File: src/rtl/a2d_pkg.sv
// Shared types, constants and the noise helper for the A2D SPI responder model.
package a2d_pkg;

    typedef enum logic [1:0] {IDLE, SHIFT, TAIL, DRAIN} serf_state_t;

    localparam int FRAME_BITS = 16;
    localparam int CH_LSB     = 11;
    localparam int CH_W       = 3;
    localparam int DATA_W     = 12;
    localparam int CNT_W      = $clog2(FRAME_BITS + 1);

    // Fibonacci taps 16,14,13,11 mapped onto bits 15,13,12,10.
    localparam logic [15:0] LFSR_SEED = 16'hACE1;
    localparam logic [15:0] LFSR_TAPS = 16'hB400;

    // Adds a signed nibble clamped to [-7,+7] and saturates to the 12-bit range.
    function automatic logic [DATA_W-1:0] add_noise(input logic [DATA_W-1:0] value,
                                                      input logic [3:0] nib);
        logic [4:0]  delta;
        logic [13:0] sum;
        delta = (nib == 4'h8) ? 5'h19 : {nib[3], nib};
        sum   = {2'b00, value} + {{9{delta[4]}}, delta};
        if (sum[13])
            return '0;
        else if (sum[12])
            return '1;
        else
            return sum[DATA_W-1:0];
    endfunction

endpackage

File: src/rtl/a2d_sync_edge.sv
// Three-flop synchronizer with rise/fall strobes; RST_VAL sets the idle level.
module a2d_sync_edge #(
    parameter logic RST_VAL = 1'b0
) (
    input  logic clk,
    input  logic rst_n,
    input  logic din,
    output logic sync,
    output logic rise,
    output logic fall
);

    logic meta;
    logic prev;

    always_ff @(posedge clk or negedge rst_n) begin
        if (!rst_n) begin
            meta <= RST_VAL;
            sync <= RST_VAL;
            prev <= RST_VAL;
        end else begin
            meta <= din;
            sync <= meta;
            prev <= sync;
        end
    end

    assign rise = sync & ~prev;
    assign fall = ~sync & prev;

endmodule

File: src/rtl/a2d_spi_serf.sv
// SPI responder emulating the 8-channel 12-bit A2D; replies one frame late.
// Optional macro A2D_SERF_NOISE_EN adds LFSR dither to the returned value.
module a2d_spi_serf
    import a2d_pkg::*;
#(
    parameter int NUM_CH = 8
) (
    input  logic                     clk,
    input  logic                     rst_n,
    input  logic                     SS_n,
    input  logic                     SCLK,
    input  logic                     MOSI,
    output logic                     MISO,
    input  logic [NUM_CH*DATA_W-1:0] ch_data,
    output logic [FRAME_BITS-1:0]    rx_data,
    output logic [CH_W-1:0]          chan,
    output logic                     done,
    output logic                     frm_err
);

    localparam int IDX_W = (NUM_CH > 1) ? $clog2(NUM_CH) : 1;

    serf_state_t           state;
    logic [FRAME_BITS-1:0] tx_shft;
    logic [FRAME_BITS-1:0] rx_shft;
    logic [CNT_W-1:0]      bit_cnt;

    logic ss_sync, rise_ss, fall_ss;
    logic sclk_level_unused, rise_sclk, fall_sclk;
    logic mosi_meta, mosi_sync;

    logic [DATA_W-1:0] ch_arr [NUM_CH];
    logic [IDX_W-1:0]  ch_idx;
    logic [DATA_W-1:0] ch_sel;
    logic [DATA_W-1:0] reply;

    // SS_n resets to "selected" so a frame already in progress at reset release is drained.
    a2d_sync_edge #(.RST_VAL(1'b0)) u_ss_sync (
        .clk   (clk),
        .rst_n (rst_n),
        .din   (SS_n),
        .sync  (ss_sync),
        .rise  (rise_ss),
        .fall  (fall_ss)
    );

    a2d_sync_edge #(.RST_VAL(1'b1)) u_sclk_sync (
        .clk   (clk),
        .rst_n (rst_n),
        .din   (SCLK),
        .sync  (sclk_level_unused),
        .rise  (rise_sclk),
        .fall  (fall_sclk)
    );

    always_ff @(posedge clk or negedge rst_n) begin
        if (!rst_n) begin
            mosi_meta <= 1'b0;
            mosi_sync <= 1'b0;
        end else begin
            mosi_meta <= MOSI;
            mosi_sync <= mosi_meta;
        end
    end

    for (genvar k = 0; k < NUM_CH; k++) begin : g_ch
        assign ch_arr[k] = ch_data[k*DATA_W +: DATA_W];
    end

    assign ch_idx = IDX_W'(32'(chan) % NUM_CH);
    assign ch_sel = ch_arr[ch_idx];

`ifdef A2D_SERF_NOISE_EN
    logic [15:0] lfsr;

    always_ff @(posedge clk or negedge rst_n) begin
        if (!rst_n)
            lfsr <= LFSR_SEED;
        else if (fall_ss)
            lfsr <= {lfsr[14:0], ^(lfsr & LFSR_TAPS)};
    end

    assign reply = add_noise(ch_sel, lfsr[3:0]);
`else
    assign reply = ch_sel;
`endif

    always_ff @(posedge clk or negedge rst_n) begin
        if (!rst_n) begin
            state   <= IDLE;
            tx_shft <= '0;
            rx_shft <= '0;
            bit_cnt <= '0;
            rx_data <= '0;
            chan    <= '0;
            done    <= 1'b0;
            frm_err <= 1'b0;
        end else begin
            done    <= 1'b0;
            frm_err <= 1'b0;
            case (state)
                IDLE: begin
                    if (fall_ss) begin
                        tx_shft <= {{(FRAME_BITS-DATA_W){1'b0}}, reply};
                        bit_cnt <= '0;
                        state   <= SHIFT;
                    end else if (!ss_sync) begin
                        // Selected without a visible fall: only happens straight out of reset.
                        state <= DRAIN;
                    end
                end
                SHIFT: begin
                    if (rise_ss) begin
                        frm_err <= 1'b1;
                        state   <= IDLE;
                    end else begin
                        if (rise_sclk) begin
                            rx_shft <= {rx_shft[FRAME_BITS-2:0], mosi_sync};
                            bit_cnt <= bit_cnt + 1'b1;
                            if (bit_cnt == CNT_W'(FRAME_BITS - 1))
                                state <= TAIL;
                        end
                        if (fall_sclk && bit_cnt != '0)
                            tx_shft <= {tx_shft[FRAME_BITS-2:0], 1'b0};
                    end
                end
                TAIL: begin
                    if (rise_sclk) begin
                        frm_err <= 1'b1;
                        state   <= rise_ss ? IDLE : DRAIN;
                    end else if (rise_ss) begin
                        rx_data <= rx_shft;
                        chan    <= rx_shft[CH_LSB +: CH_W];
                        done    <= 1'b1;
                        state   <= IDLE;
                    end
                end
                DRAIN: begin
                    if (rise_ss)
                        state <= IDLE;
                end
                default: state <= IDLE;
            endcase
        end
    end

    assign MISO = (state != IDLE) ? tx_shft[FRAME_BITS-1] : 1'b0;

endmodule

File: config.mk
export PLATFORM = sky130hd
export DESIGN_NAME = a2d_spi_serf
export DESIGN_NICKNAME = d
export VERILOG_FILES = /design/src/rtl/a2d_pkg.sv /design/src/rtl/a2d_sync_edge.sv /design/src/rtl/a2d_spi_serf.sv
export SDC_FILE = /design/constraint.sdc
export NUM_CORES = 1
export LEC_CHECK = 0
export CORE_MARGIN = 4
export CORE_UTILIZATION = 46
export DETAILED_ROUTE_END_ITERATION = 8
export GPL_ROUTABILITY_DRIVEN = 1
export GPL_TIMING_DRIVEN = 0
export PLACE_DENSITY = 0.84
export SLEW_MARGIN = 15
export SYNTH_ARGS = -nofsm -noshare
export SYNTH_HDL_FRONTEND = slang
export SYNTH_HIERARCHICAL = 1
export SYNTH_SLANG_ARGS = --single-unit
File: constraint.sdc
create_clock -name clk -period 2.1 [get_ports clk]
set_input_delay 0.525 -clock clk [delete_from_list [all_inputs] [get_ports clk]]
set_output_delay 0.525 -clock clk [all_outputs]
set_load 0.1 [all_outputs]
Word level (Yosys, flattened, before mapping). Index checks and enable logic that the tools add are counted. W data, S select, Z words.

Order comparisons: 1. Add/sub/neg operators: 1. Bitwise operators: 11. Reductions and logical operators: 10. Multiplexer cells: 26. Equality and inequality tests: 11.

Operators by type and width (number): $mux W16 (3); $bmux W12 S3 (1); $pmux W16 S2 (1); $mux W12 (2); $mux W2 (8); $mux W5 (3); $pmux W5 S2 (1); $ne A3 B3 Y1 const B (3); $reduce_and A3 Y1 (3); $ne A2 B2 Y1 const B (4); $pmux W2 S4 (1); $reduce_and A4 Y1 (2); $not A1 Y1 (6); $add A5 B1 Y5 const B (1); $eq A5 B4 Y1 const B (1); $mux W1 (5); $reduce_bool A5 Y1 (1); $and A1 B1 Y1 (4); $eq A2 B2 Y1 const B (2); $ge A4 B4 Y1 const B (1); $not A3 Y4 (1); $reduce_bool A2 Y1 (2); $eq A2 B1 Y1 const B (1); $logic_not A2 Y1 (1); other kinds (2) (2).

Register bits after elaboration: 68. Input bits: 101. Word-level logic and storage cells: 76.

Depth between registers and ports, before layout. Gate-level depths: netlist of run 1.

Depth after elaboration: 6. Gate-level depth with buffers: 8.

By module. Netlist of run 1, hierarchy kept.

By module, submodules not included: a2d_spi_serf (cells an instance 284, area each 3428.3 um^2, seq. area each 1476.4 um^2, instances 1); a2d_sync_edge at u_sclk_sync (cells an instance 5, area each 93.8 um^2, seq. area each 78.8 um^2, instances 1); a2d_sync_edge at u_ss_sync (cells an instance 5, area each 90.1 um^2, seq. area each 75.1 um^2, instances 1).

Worst setup path after synthesis of run 1. Ideal clock, no wire load.

Kind: reg-to-output. Start: register state[1]. End: output port MISO. Arrival time: 2.076 ns. Cell stages (with the launch flop): 4. Setup slack: -0.501 ns. Data required time: 1.575 ns. Cell sequence: dfrtp_1 > inv_1 > ha_1 > nor2b_1.

Longest elaborated chain between the ends: 2.

Ends and longest elaborated chain: start, declared (line a2d_spi_serf.sv:23) `serf_state_t state;`; start signal, assigned (line a2d_spi_serf.sv:130) `state <= rise_ss ? IDLE : DRAIN;`; $reduce_bool A2 Y1 (line a2d_spi_serf.sv:147) `assign MISO = (state != IDLE) ? tx_shft[FRAME_BITS-1] : 1'b0;`; $mux W1 (line a2d_spi_serf.sv:147); end, declared (line a2d_spi_serf.sv:13) `output logic MISO,`.

Every way passes these cells.

Worst setup path after layout of run 1.
Start: register rx_data[2]. End: output port rx_data[2].

RTL lines: start, declared (line a2d_spi_serf.sv:15) `output logic [FRAME_BITS-1:0] rx_data,`; start signal, assigned (line a2d_spi_serf.sv:132) `rx_data <= rx_shft;`.

No word-level cell between the ends.

==> qor.csv, run 1 <==
stage;metric;value;unit
status;status;finished clean;
critical_path;setup slack, reg-to-reg;0.15;ns
critical_path;crit-path max cell delay;0.82;ns
power;power share of the clock group;26.1;%
floorplan;core area;0.007687;mm2
power;Max VDD drop;0.7724;mV
critical_path;Worst Setup End Kind;output pin;
floorplan;Die Span X;96.62;um
yosys;#FFs+latches synth;65;
power;Flop pwr share;36.5;%
global_routing;grt ovf;0;
power;Switching Fraction;36.02;%
critical_path;worst endpoint data arrival time;1.52;ns
sta;count of final hold-check violations;0;
critical_path;buffer and inverter count on the worst path;1;
drt;drt first pass iters;4;
cells_and_area;nets;537;
yosys;Cell Area, Synth;0.003612;mm2
clocking;TritonCTS Buffers;9;
sta;worst slew pin tran;0.9535;ns
global_routing;grt met1 use;23.24;%
clocking;clk sinks;65;
drt;antenna-violating nets left;0;
placement;Area after DPL;0.004970;mm2
cells_and_area;ant diodes;0;
global_routing;GRT busiest layer;met2;
critical_path;r2r startpoint;rx_data[11]$_DFFE_PN0P_;
floorplan;initial core utilization;46.99;%
job;max_cap viols;0;
yosys;Syn Area/Cell;12.29;um2
placement;DPL Wire Length;7.198;mm
clocking;H-tree Lvls;3;
placement;post-placement worst setup slack;-0.5050;ns
global_routing;vias in the first global route;3179;
drt;DRC viols;0;
global_routing;largest net degree at the start of global routing;66;
power;Pwr Density;878.9;mW/mm2
drt;wire per inst;17.44;um
sta;minimum clock period;2.047;ns
power;NetSw;1633;uW
floorplan;Core Rows;32;
sta;skew final;0.01023;ns
critical_path;worst r2r path cells;6;
critical_path;Worst Path Max Fanout;2;
drt;routed wire length;9.331;mm
yosys;sequential area share after synthesis;45.13;%
sta;FMAX;0.4886;GHz
clocking;CTS tree;built;
placement;number of buffers added on ports;122;
global_routing;number of antenna violations at the first check in global routing;0;
floorplan;die area;0.009334;mm2
critical_path;CP Cell Sequence;clkdlybuf4s15_1;
power;Power Total;4533;uW
cells_and_area;commonest non-fill, non-tap cell in the layout;clkdlybuf4s50_1;
global_routing;gr usage total;20.84;%
placement;dpl cells;518;
critical_path;Setup Crit Path Kind;flip-flop to output pin;
global_routing;GRT met3 Usage;6.633;%
floorplan;Die Height;96.62;um
sta;final setup fails;0;
cells_and_area;Design Area, Final;0.005157;mm2
sta;RSZ-0062 raised after global routing;false;
cells_and_area;Util after Layout;67.09;%
sta;post-route setup slack;0.05337;ns
global_routing;first-pass GRT wire length;15.60;mm
floorplan;io pins;123;
yosys;post-synthesis async set-or-reset flop share;100.0;%
clocking;Clock transition at path regs;0.08;ns
sta;Final period util;97.46;%
placement;routability congestion estimate from global placement;0.8429;
cells_and_area;commonest non-fill, non-tap cells in the layout;clkdlybuf4s50_1 (99), dfrtp_1 (59), nand2_1 (55);
clocking;Worst-Skew Late Latency;0.34;ns
min_path;Hold Crit Class;input port to asynchronous set/reset pin;
drt;initial drt markers;113;
yosys;Post-Syn Nets;403;
yosys;number of synthesized flops with an enable pin;0;
power;P_int;2900;uW
sta;Slew headroom;36.68;%
power;Leak;0.002261;uW
cells_and_area;Area growth syn-to-layout;42.78;%
drt;vias per cell;5.346;
critical_path;Required @ worst endpoint;1.57;ns
critical_path;CP max-delay cell;clkdlybuf4s15_1;
yosys;Synthesis Warnings;6;
critical_path;FF-to-FF End;tx_shft[2]$_DFFE_PN0P_;
yosys;Syn Inst Count;294;
drt;total number of vias;2860;
critical_path;delay-heaviest family, CP;buffers and inverters;
yosys;synth unique cells;39;
cells_and_area;Fillers;586;
clocking;Hold-fix buffers, CTS;0;
power;Comb pwr share;37.3;%
clocking;clk buf depth;2;
cells_and_area;share of cells above drive strength 1;22.86;%
clocking;CTS root buffer;clkbuf_8;
critical_path;CP Launch Type;flip-flop;
cells_and_area;Non-Filler Instances;535;
sta;fin. max-slew vios;0;
yosys;Top FF cell, synth;dfrtp_1;
global_routing;met2 Track Usage GR;37.05;%
## flip-flops by register name, indices dropped and copies added, names as in the netlist, 2 cells and up
name     count
bit_cnt      5
rx_data     16
rx_shft     16
state        2
tx_shft     16
## layer usage
| layer | share of wire (%) | wire length, um |
|---|---|---|
| met1 | 39 | 3636 |
| met2 | 53 | 4962 |
| met3 | 4.6 | 431 |
| met4 | 3.2 | 299 |
| met5 | 0 | 0 |
## layout make-up
| type | instances | area [um2] | share of cell area [%] |
|---|---|---|---|
| Tap cell | 102 | 127.6 | 2.475 |
| Timing Repair Buffer | 125 | 1182 | 22.93 |
| Sequential cell | 65 | 1639 | 31.78 |
| Clock inverter | 7 | 101.3 | 1.965 |
| Clock buffer | 9 | 123.9 | 2.402 |
| Buffer | 19 | 150.1 | 2.911 |
| Multi-Input combinational cell | 200 | 1803 | 34.96 |
| Inverter | 8 | 30.03 | 0.5822 |
## stage by stage
step / hold WS [ns] / TNS, ns
6_report: 0.2450 / 0
5_1_grt: 0.3119 / 0
4_1_cts: 0.2914 / 0
3_5_place_dp: 0.3418 / -1.388
3_3_place_gp: 0.3345 / -95.59
2_1_floorplan: 0.2294 / 0
## worst max-delay path by stage
stage / cells past startpoint / end / startpoint
3_3_place_gp: 1 / rx_data[11]$_DFFE_PN0P_ / rst_n
6_report: 1 / rx_data[2] / rx_data[2]$_DFFE_PN0P_
2_1_floorplan: 3 / MISO / state[1]$_DFFE_PN0P_
3_5_place_dp: 4 / MISO / state[1]$_DFFE_PN0P_
5_1_grt: 1 / rx_data[2] / rx_data[2]$_DFFE_PN0P_
4_1_cts: 1 / chan[1] / rx_data[12]$_DFFE_PN0P_
## timing repair
action,4_1_cts,5_1_grt
gates resized for setup,45,24
setup endpoints to repair,31,46
buffers inserted,1,2
hold endpoints to repair,0,0
cloned,0,0
## cell usage after synthesis, types with 5 or more instances
master | number | area share, %
clkbuf_1 | 5 | 0.52
dfrtp_1 | 62 | 43
ha_1 | 8 | 2.8
inv_1 | 7 | 0.73
mux2_2 | 28 | 8.7
mux2i_1 | 11 | 3.0
mux4_1 | 22 | 16
nand2_1 | 56 | 5.8
nor2_1 | 8 | 0.83
nor2b_1 | 5 | 0.87
o21ai_0 | 19 | 2.6
o21ai_1 | 15 | 2.1
## power groups by stage
stage / Combinational (uW) / Sequential (uW) / Clock, uW
after detailed placement: 1680 / 1680 / 0
final: 1690 / 1660 / 1180
after global placement: 1640 / 1670 / 0
after global routing: 1850 / 1700 / 1280
after floorplan: 912 / 1930 / 0
after CTS: 1660 / 1660 / 1210
## logic make-up (layout without fill, tap and decap cells)
kind of cell,count (synthesis),count (layout),synth area share (%)
AND/OR/NAND/NOR,81,81,9.803
flip-flops,65,65,45.13
multiplexers,64,64,29.65
AO/OA/AOI/OAI,46,46,7.170
buffers and inverters,29,168,5.230
adder cells (fa/ha/maj),8,8,2.771
XOR/XNOR,1,1,0.2425
Power figures use the tool's default switching activity.
==> run 2: changes to the inputs <==
Settings changed: CTS_CLUSTER_SIZE set to 14, SYNTH_HIERARCHICAL 1 to not set.
==> run 2 against run 1 <==
Effect of this change:
- clock skew shrank 0.0049 ns
- critical path depth is the same
- design area grew 1.3%
- largest power group is now registers
==> qor.csv, run 2 <==
stage;metric;value;unit
status;status;finished clean;
cells_and_area;Area growth syn-to-layout;44.13;%
clocking;clk sinks;65;
drt;antenna-violating nets left;0;
placement;DPL Wire Length;7.472;mm
clocking;CTS root buffer;clkbuf_8;
yosys;most numerous cell in the Yosys netlist;dfrtp_1;
global_routing;largest net degree at the start of global routing;37;
yosys;post-synth top area share;42.79;%
global_routing;gr usage total;20.94;%
floorplan;Die Height;96.79;um
cells_and_area;share of cells above drive strength 1;27.95;%
placement;dpl cells;475;
sta;fin. max-slew vios;0;
min_path;Hold Crit Class;input port to asynchronous set/reset pin;
floorplan;Core Rows;32;
floorplan;die area;0.009367;mm2
critical_path;CP Launch Type;flip-flop;
yosys;Synthesis Warnings;0;
sta;Slew headroom;36.81;%
drt;drt first pass iters;4;
sta;Final period util;97.03;%
drt;wire per inst;19.05;um
global_routing;vias in the first global route;2887;
power;Max VDD drop;0.6094;mV
critical_path;Worst Path Max Fanout;2;
drt;routed wire length;9.375;mm
sta;final setup fails;0;
cells_and_area;area occupied by registers;0.001638;mm2
critical_path;Worst Setup End Kind;output pin;
placement;routability congestion estimate from global placement;0.8541;
cells_and_area;commonest non-fill, non-tap cell in the layout;clkdlybuf4s50_1;
power;Leak;0.002251;uW
clocking;Clock transition at path regs;0.07;ns
yosys;Post-Syn Nets;359;
critical_path;worst r2r path cells;6;
sta;minimum clock period;2.038;ns
yosys;Top FF cell, synth;dfrtp_1;
drt;DR WL met2;5.093;mm
yosys;Post-synth top cells;dfrtp_1 (62), mux2_2 (42), mux2i_1 (24), inv_1 (23), mux4_1 (20);
drt;met3 routed WL;334;um
yosys;post-synthesis async set-or-reset flop share;100.0;%
global_routing;first-pass GRT wire length;15.32;mm
yosys;Cell Area, Synth;0.003626;mm2
clocking;H-tree Lvls;3;
sta;WHS;0.1046;ns
yosys;Syn Area/Cell;14.50;um2
critical_path;crit-path max cell delay;0.82;ns
critical_path;Stages on worst setup path;1;
cells_and_area;nets;494;
placement;number of buffers added on ports;122;
clocking;clk buf depth;2;
floorplan;initial core utilization;47.17;%
yosys;Syn Inst Count;250;
sta;skew final;0.005338;ns
global_routing;grt ovf;0;
cells_and_area;Non-Filler Instances;492;
critical_path;FF-to-FF End;tx_shft[1]$_DFFE_PN0P_;
critical_path;CP Cell Sequence;clkdlybuf4s15_1;
yosys;number of synthesized flops with an enable pin;0;
critical_path;worst endpoint data arrival time;1.51;ns
drt;highest routed layer;met4;
sta;count of final hold-check violations;0;
floorplan;io pins;123;
yosys;synth unique cells;42;
critical_path;setup slack, reg-to-reg;0.13;ns
drt;DRC viols;0;
drt;total number of vias;2642;
floorplan;core area;0.007687;mm2
critical_path;Setup Crit Path Kind;flip-flop to output pin;
critical_path;delay-heaviest family, CP;buffers and inverters;
power;Power Total;4347;uW
yosys;sequential area share after synthesis;44.96;%
critical_path;r2r startpoint;rx_data[11]$_DFFE_PN0P_;
clocking;CTS tree;built;
floorplan;Die Span X;96.79;um
cells_and_area;footprint of the multi-input gates;0.001802;mm2
power;Pwr Density;831.7;mW/mm2
job;max_cap viols;0;
critical_path;Required @ worst endpoint;1.57;ns
global_routing;number of antenna violations at the first check in global routing;0;
cells_and_area;ant diodes;0;
yosys;Yosys top cell by area;dfrtp_1;
sta;worst slew pin tran;0.9515;ns
cells_and_area;commonest non-fill, non-tap cells in the layout;clkdlybuf4s50_1 (99), dfrtp_1 (60), mux2_2 (42);
cells_and_area;biggest regs;rx_data: 16 flops, rx_shft: 16 flops, tx_shft: 16 flops;
drt;vias per cell;5.370;
critical_path;buffer and inverter count on the worst path;1;
drt;DRT met1 WL;3.734;mm
critical_path;end of the critical path;rx_data[3];
drt;initial drt markers;199;
sta;RSZ-0062 raised after global routing;false;
clocking;Worst-Skew Late Latency;0.34;ns
yosys;#FFs+latches synth;65;
critical_path;CP max-delay cell;clkdlybuf4s15_1;
cells_and_area;Util after Layout;67.99;%
critical_path;Crit. Startpoint;rx_data[3]$_DFFE_PN0P_;
sta;FMAX;0.4908;GHz
cells_and_area;Fillers;576;
clocking;TritonCTS Buffers;9;
yosys;Synth area leaders;dfrtp_1 (43%), mux4_1 (14%), mux2_2 (13%);
==> run 2: cell count changes in the layout (fill, tap and decap cells not counted), sizes merged, moves of 3 or more <==
cell / previous run / this run
inv: 9 / 24
o31ai: 0 / 3
nand2: 56 / 3
o2bb2ai: 0 / 4
mux2i: 12 / 24
nor2: 8 / 1
clkbuf: 30 / 20
mux2: 28 / 43
o21ai: 34 / 6
clkdlybuf4s15: 7 / 11
nor2b: 5 / 2
buf: 16 / 19
==> run 2: metal layers <==
layer  GRT usage, %  up-vias
li1               -     1216
met1          25.30     1361
met2          36.25       47
met3          6.273       18
met4          5.940        0
met5              0        -
==> run 2: cell type report <==
type | count | area share (%)
Sequential cell | 65 | 31.34
Clock inverter | 6 | 1.748
Clock buffer | 10 | 2.442
Tap cell | 102 | 2.442
Inverter | 23 | 1.652
Buffer | 16 | 2.633
Timing Repair Buffer | 124 | 23.27
Multi-Input combinational cell | 146 | 34.47
==> run 2: metrics by stage <==
step	TNS (ns)	setup slack (ns)	area, um2
2_1_floorplan	0	0.05166	3636
3_3_place_gp	-99.28	-1.949	4985
3_5_place_dp	-1.714	-0.4616	5002
4_1_cts	0	0.0006600	5221
5_1_grt	0	0.006055	5226
6_report	0	0.06240	5226
==> run 2: worst min path at each step <==
stage | end | start | slack, ns | depth (start not counted)
after floorplan | bit_cnt[0]$_DFFE_PN0P_ | rst_n | 0.23 | 0
after detailed placement | mosi_sync$_DFF_PN0_ | mosi_meta$_DFF_PN0_ | 0.34 | 0
final | tx_shft[4]$_DFFE_PN0P_ | rst_n | 0.10 | 1
after CTS | tx_shft[4]$_DFFE_PN0P_ | rst_n | 0.10 | 1
after global routing | tx_shft[4]$_DFFE_PN0P_ | rst_n | 0.11 | 1
after global placement | mosi_sync$_DFF_PN0_ | mosi_meta$_DFF_PN0_ | 0.33 | 0
==> run 2: logic make-up after synthesis <==
kind of cell	share of synthesized area (%)
AOI/OAI and AO/OA	5.038
buffers and inverters	6.038
and+or+nand+nor	4.141
adders and majority gates	2.761
muxes	37.06
DFF	44.96
==> run 2: repair_timing <==
item,in CTS,in global routing
setup buffers,0,1
pin swaps,1,1
resized for setup,45,31
hold buffers,0,0
setup endpoints to repair,30,39
endpoints found under the hold margin,0,0
==> run 2: power by group <==
part,switching (uW),internal [uW]
combinational,854,676
clock,482,675
sequential,154,1510
==> run 3: changes to the inputs <==
Settings changed: CAP_MARGIN set to 20, CORE_UTILIZATION 46 to 42, PLACE_DENSITY 0.84 to 0.81.
Clock period 2.1 ns to 1.68 ns, I/O delays scaled along.
==> run 3 against run 2 <==
Effect of this change:
- the flow now finishes with violations (setup timing)
- clock skew grew 0.0020 ns
- critical path depth grew 6
- total power grew 35%
- non-clock buffer count grew 22
- combinational power grew 52%
- core utilization shrank 0.31 points
- sequential cell count is the same
- routed wire length grew 1.6%
- via count grew 4.4%
- critical path type is now flip-flop to flip-flop
- critical endpoint is now tx_shft[7]$_DFFE_PN0P_
==> qor.csv, run 3 (synthesized netlist as in run 2, its figures left out) <==
stage;metric;value;unit
floorplan;Die Span X;100.9;um
cells_and_area;Util after Layout;67.68;%
critical_path;worst r2r path cells;7;
floorplan;initial core utilization;43.69;%
critical_path;r2r startpoint;rx_data[11]$_DFFE_PN0P_;
clocking;Worst-Skew Late Latency;0.34;ns
clocking;CTS tree;built;
global_routing;number of antenna violations at the first check in global routing;0;
power;Comb pwr share;39.8;%
clocking;clk buf depth;2;
critical_path;crit-path max cell delay;0.50;ns
sta;Final period util;114.5;%
critical_path;CP Launch Type;flip-flop;
sta;Slew headroom;63.15;%
sta;RSZ-0062 raised after global routing;true;
min_path;Hold Crit Class;flip-flop to flip-flop;
critical_path;CP max-delay cell;dfrtp_4;
drt;DRC viols;0;
placement;routability congestion estimate from global placement;0.7914;
power;power share of the clock group;24.8;%
clocking;H-tree Lvls;3;
cells_and_area;ant diodes;0;
drt;total number of vias;2757;
critical_path;Crit. Startpoint;rx_data[11]$_DFFE_PN0P_;
sta;WHS;0.3508;ns
placement;number of buffers added on ports;122;
sta;fin. max-slew vios;0;
power;Max VDD drop;0.6301;mV
status;failing checks;setup timing;
floorplan;io pins;123;
drt;wire per inst;18.43;um
clocking;Clock transition at path regs;0.08;ns
sta;count of final hold-check violations;0;
placement;DPL Wire Length;6.915;mm
clocking;CTS root buffer;clkbuf_8;
sta;final setup fails;18;
global_routing;first-pass GRT wire length;15.13;mm
sta;skew final;0.007346;ns
drt;initial drt markers;100;
global_routing;gr usage total;19.27;%
clocking;clk sinks;65;
sta;minimum clock period;1.923;ns
cells_and_area;Fillers;571;
min_path;worst hold path cell count;0;
critical_path;CP most frequent cell;buf_12;
sta;FMAX;0.5201;GHz
critical_path;Required @ worst endpoint;1.90;ns
drt;antenna-violating nets left;0;
cells_and_area;biggest regs;rx_data: 16 flops, rx_shft: 16 flops, tx_shft: 16 flops;
clocking;TritonCTS Buffers;9;
cells_and_area;commonest non-fill, non-tap cell in the layout;clkdlybuf4s50_1;
power;NetSw;2036;uW
critical_path;Worst Path Max Fanout;8;
sta;worst slew pin tran;0.5554;ns
global_routing;largest net degree at the start of global routing;48;
critical_path;CP Cell Sequence;buf_12, buf_12, buf_12, mux4_2, mux2_4, mux2i_1, mux2i_1;
power;Switching Fraction;34.80;%
power;Pwr Density;1042;mW/mm2
min_path;Hold Startpoint;mosi_meta$_DFF_PN0_;
drt;drt first pass iters;4;
power;Flop pwr share;35.4;%
floorplan;core area;0.008299;mm2
cells_and_area;Area growth syn-to-layout;54.90;%
global_routing;grt ovf;0;
floorplan;die area;0.01018;mm2
power;P_int;3814;uW
floorplan;Core Rows;33;
drt;vias per cell;5.333;
cells_and_area;nets;516;
critical_path;buffer and inverter count on the worst path;3;
status;status;finished, violations left;
floorplan;Die Height;100.9;um
critical_path;Worst Setup End Kind;flip-flop;
job;max_cap viols;0;
placement;post-placement worst setup slack;-0.7694;ns
drt;routed wire length;9.526;mm
critical_path;delay-heaviest family, CP;multiplexers;
cells_and_area;commonest non-fill, non-tap cells in the layout;clkdlybuf4s50_1 (99), dfrtp_1 (58), buf_4 (28);
power;Leak;0.002421;uW
sta;post-route setup slack;-0.2428;ns
cells_and_area;share of cells above drive strength 1;43.45;%
power;Power Total;5850;uW
critical_path;Setup Crit Path Kind;flip-flop to flip-flop;
global_routing;vias in the first global route;2991;
critical_path;Stages on worst setup path;7;
critical_path;worst endpoint data arrival time;2.14;ns
[run 3: cell count changes in the layout (fill, tap and decap cells not counted), moves of 6 or more]
cell,delta
clkdlybuf4s15_1,-6
mux4_1,-17
mux2_4,+18
mux4_2,+17
buf_2,+11
buf_4,+19
clkbuf_2,-9
mux2_2,-18
[run 3: layout make-up]
class / count / area (um2) / area share (%)
buffer: 15 / 176.4 / 3.141
timing repair buffer: 147 / 1395 / 24.84
clock buffer: 9 / 123.9 / 2.205
clock inverter: 7 / 95.09 / 1.693
sequential: 65 / 1640 / 29.20
inverter: 23 / 86.33 / 1.537
multi-input combinational: 146 / 1968 / 35.04
tap: 105 / 131.4 / 2.339
[run 3: metal layers]
metal  routed length [um]  track usage, %  up-vias
li1                     -               -     1251
met2                 5087           33.92       84
met3                  468           4.014       16
met4                  161           4.499        0
met1                 3808           24.32     1406
met5                    0               0        -
[run 3: worst reg2reg max path: stages (launching register included)]
cell and delay, ns:
dfrtp_4 0.50, buf_12 0.15, buf_12 0.14, buf_12 0.12, mux4_2 0.42, mux2_4 0.27, mux2i_1 0.13, mux2i_1 0.09
[run 3: through the flow]
stage,instance area [um2],instances,setup TNS [ns]
after floorplan,3645,250,-4.808
after global placement,4997,477,-139.51
after detailed placement,5022,478,-18.29
after CTS,5408,510,-2.801
after global routing,5617,517,-3.861
final,5617,517,-2.210
[run 3: timing repair]
action                                  4_1_cts  5_1_grt
hold buffers                                  1        0
cloned                                        1        1
endpoints found under the hold margin        15        0
gates resized for setup                     132       53
endpoints found under the setup margin       76       52
pin swaps                                     4       12
buffers inserted                             14        7
[run 3: power groups by stage]
stage,Combinational [uW],Clock [uW],Sequential (uW)
after floorplan,965,0,2430
after global placement,1850,0,2080
after detailed placement,1920,0,2090
after CTS,2090,1480,2060
after global routing,2520,1560,2110
final,2330,1450,2070
[run 3: final timing paths]
path	to	slack, ns
max	tx_shft[7]$_DFFE_PN0P_	-0.24
min	mosi_sync$_DFF_PN0_	0.35
max reg2reg	tx_shft[7]$_DFFE_PN0P_	-0.24
min reg2reg	mosi_sync$_DFF_PN0_	0.35
max in group asynchronous	rx_data[12]$_DFFE_PN0P_	0.63
min in group asynchronous	bit_cnt[4]$_DFFE_PN0P_	0.51
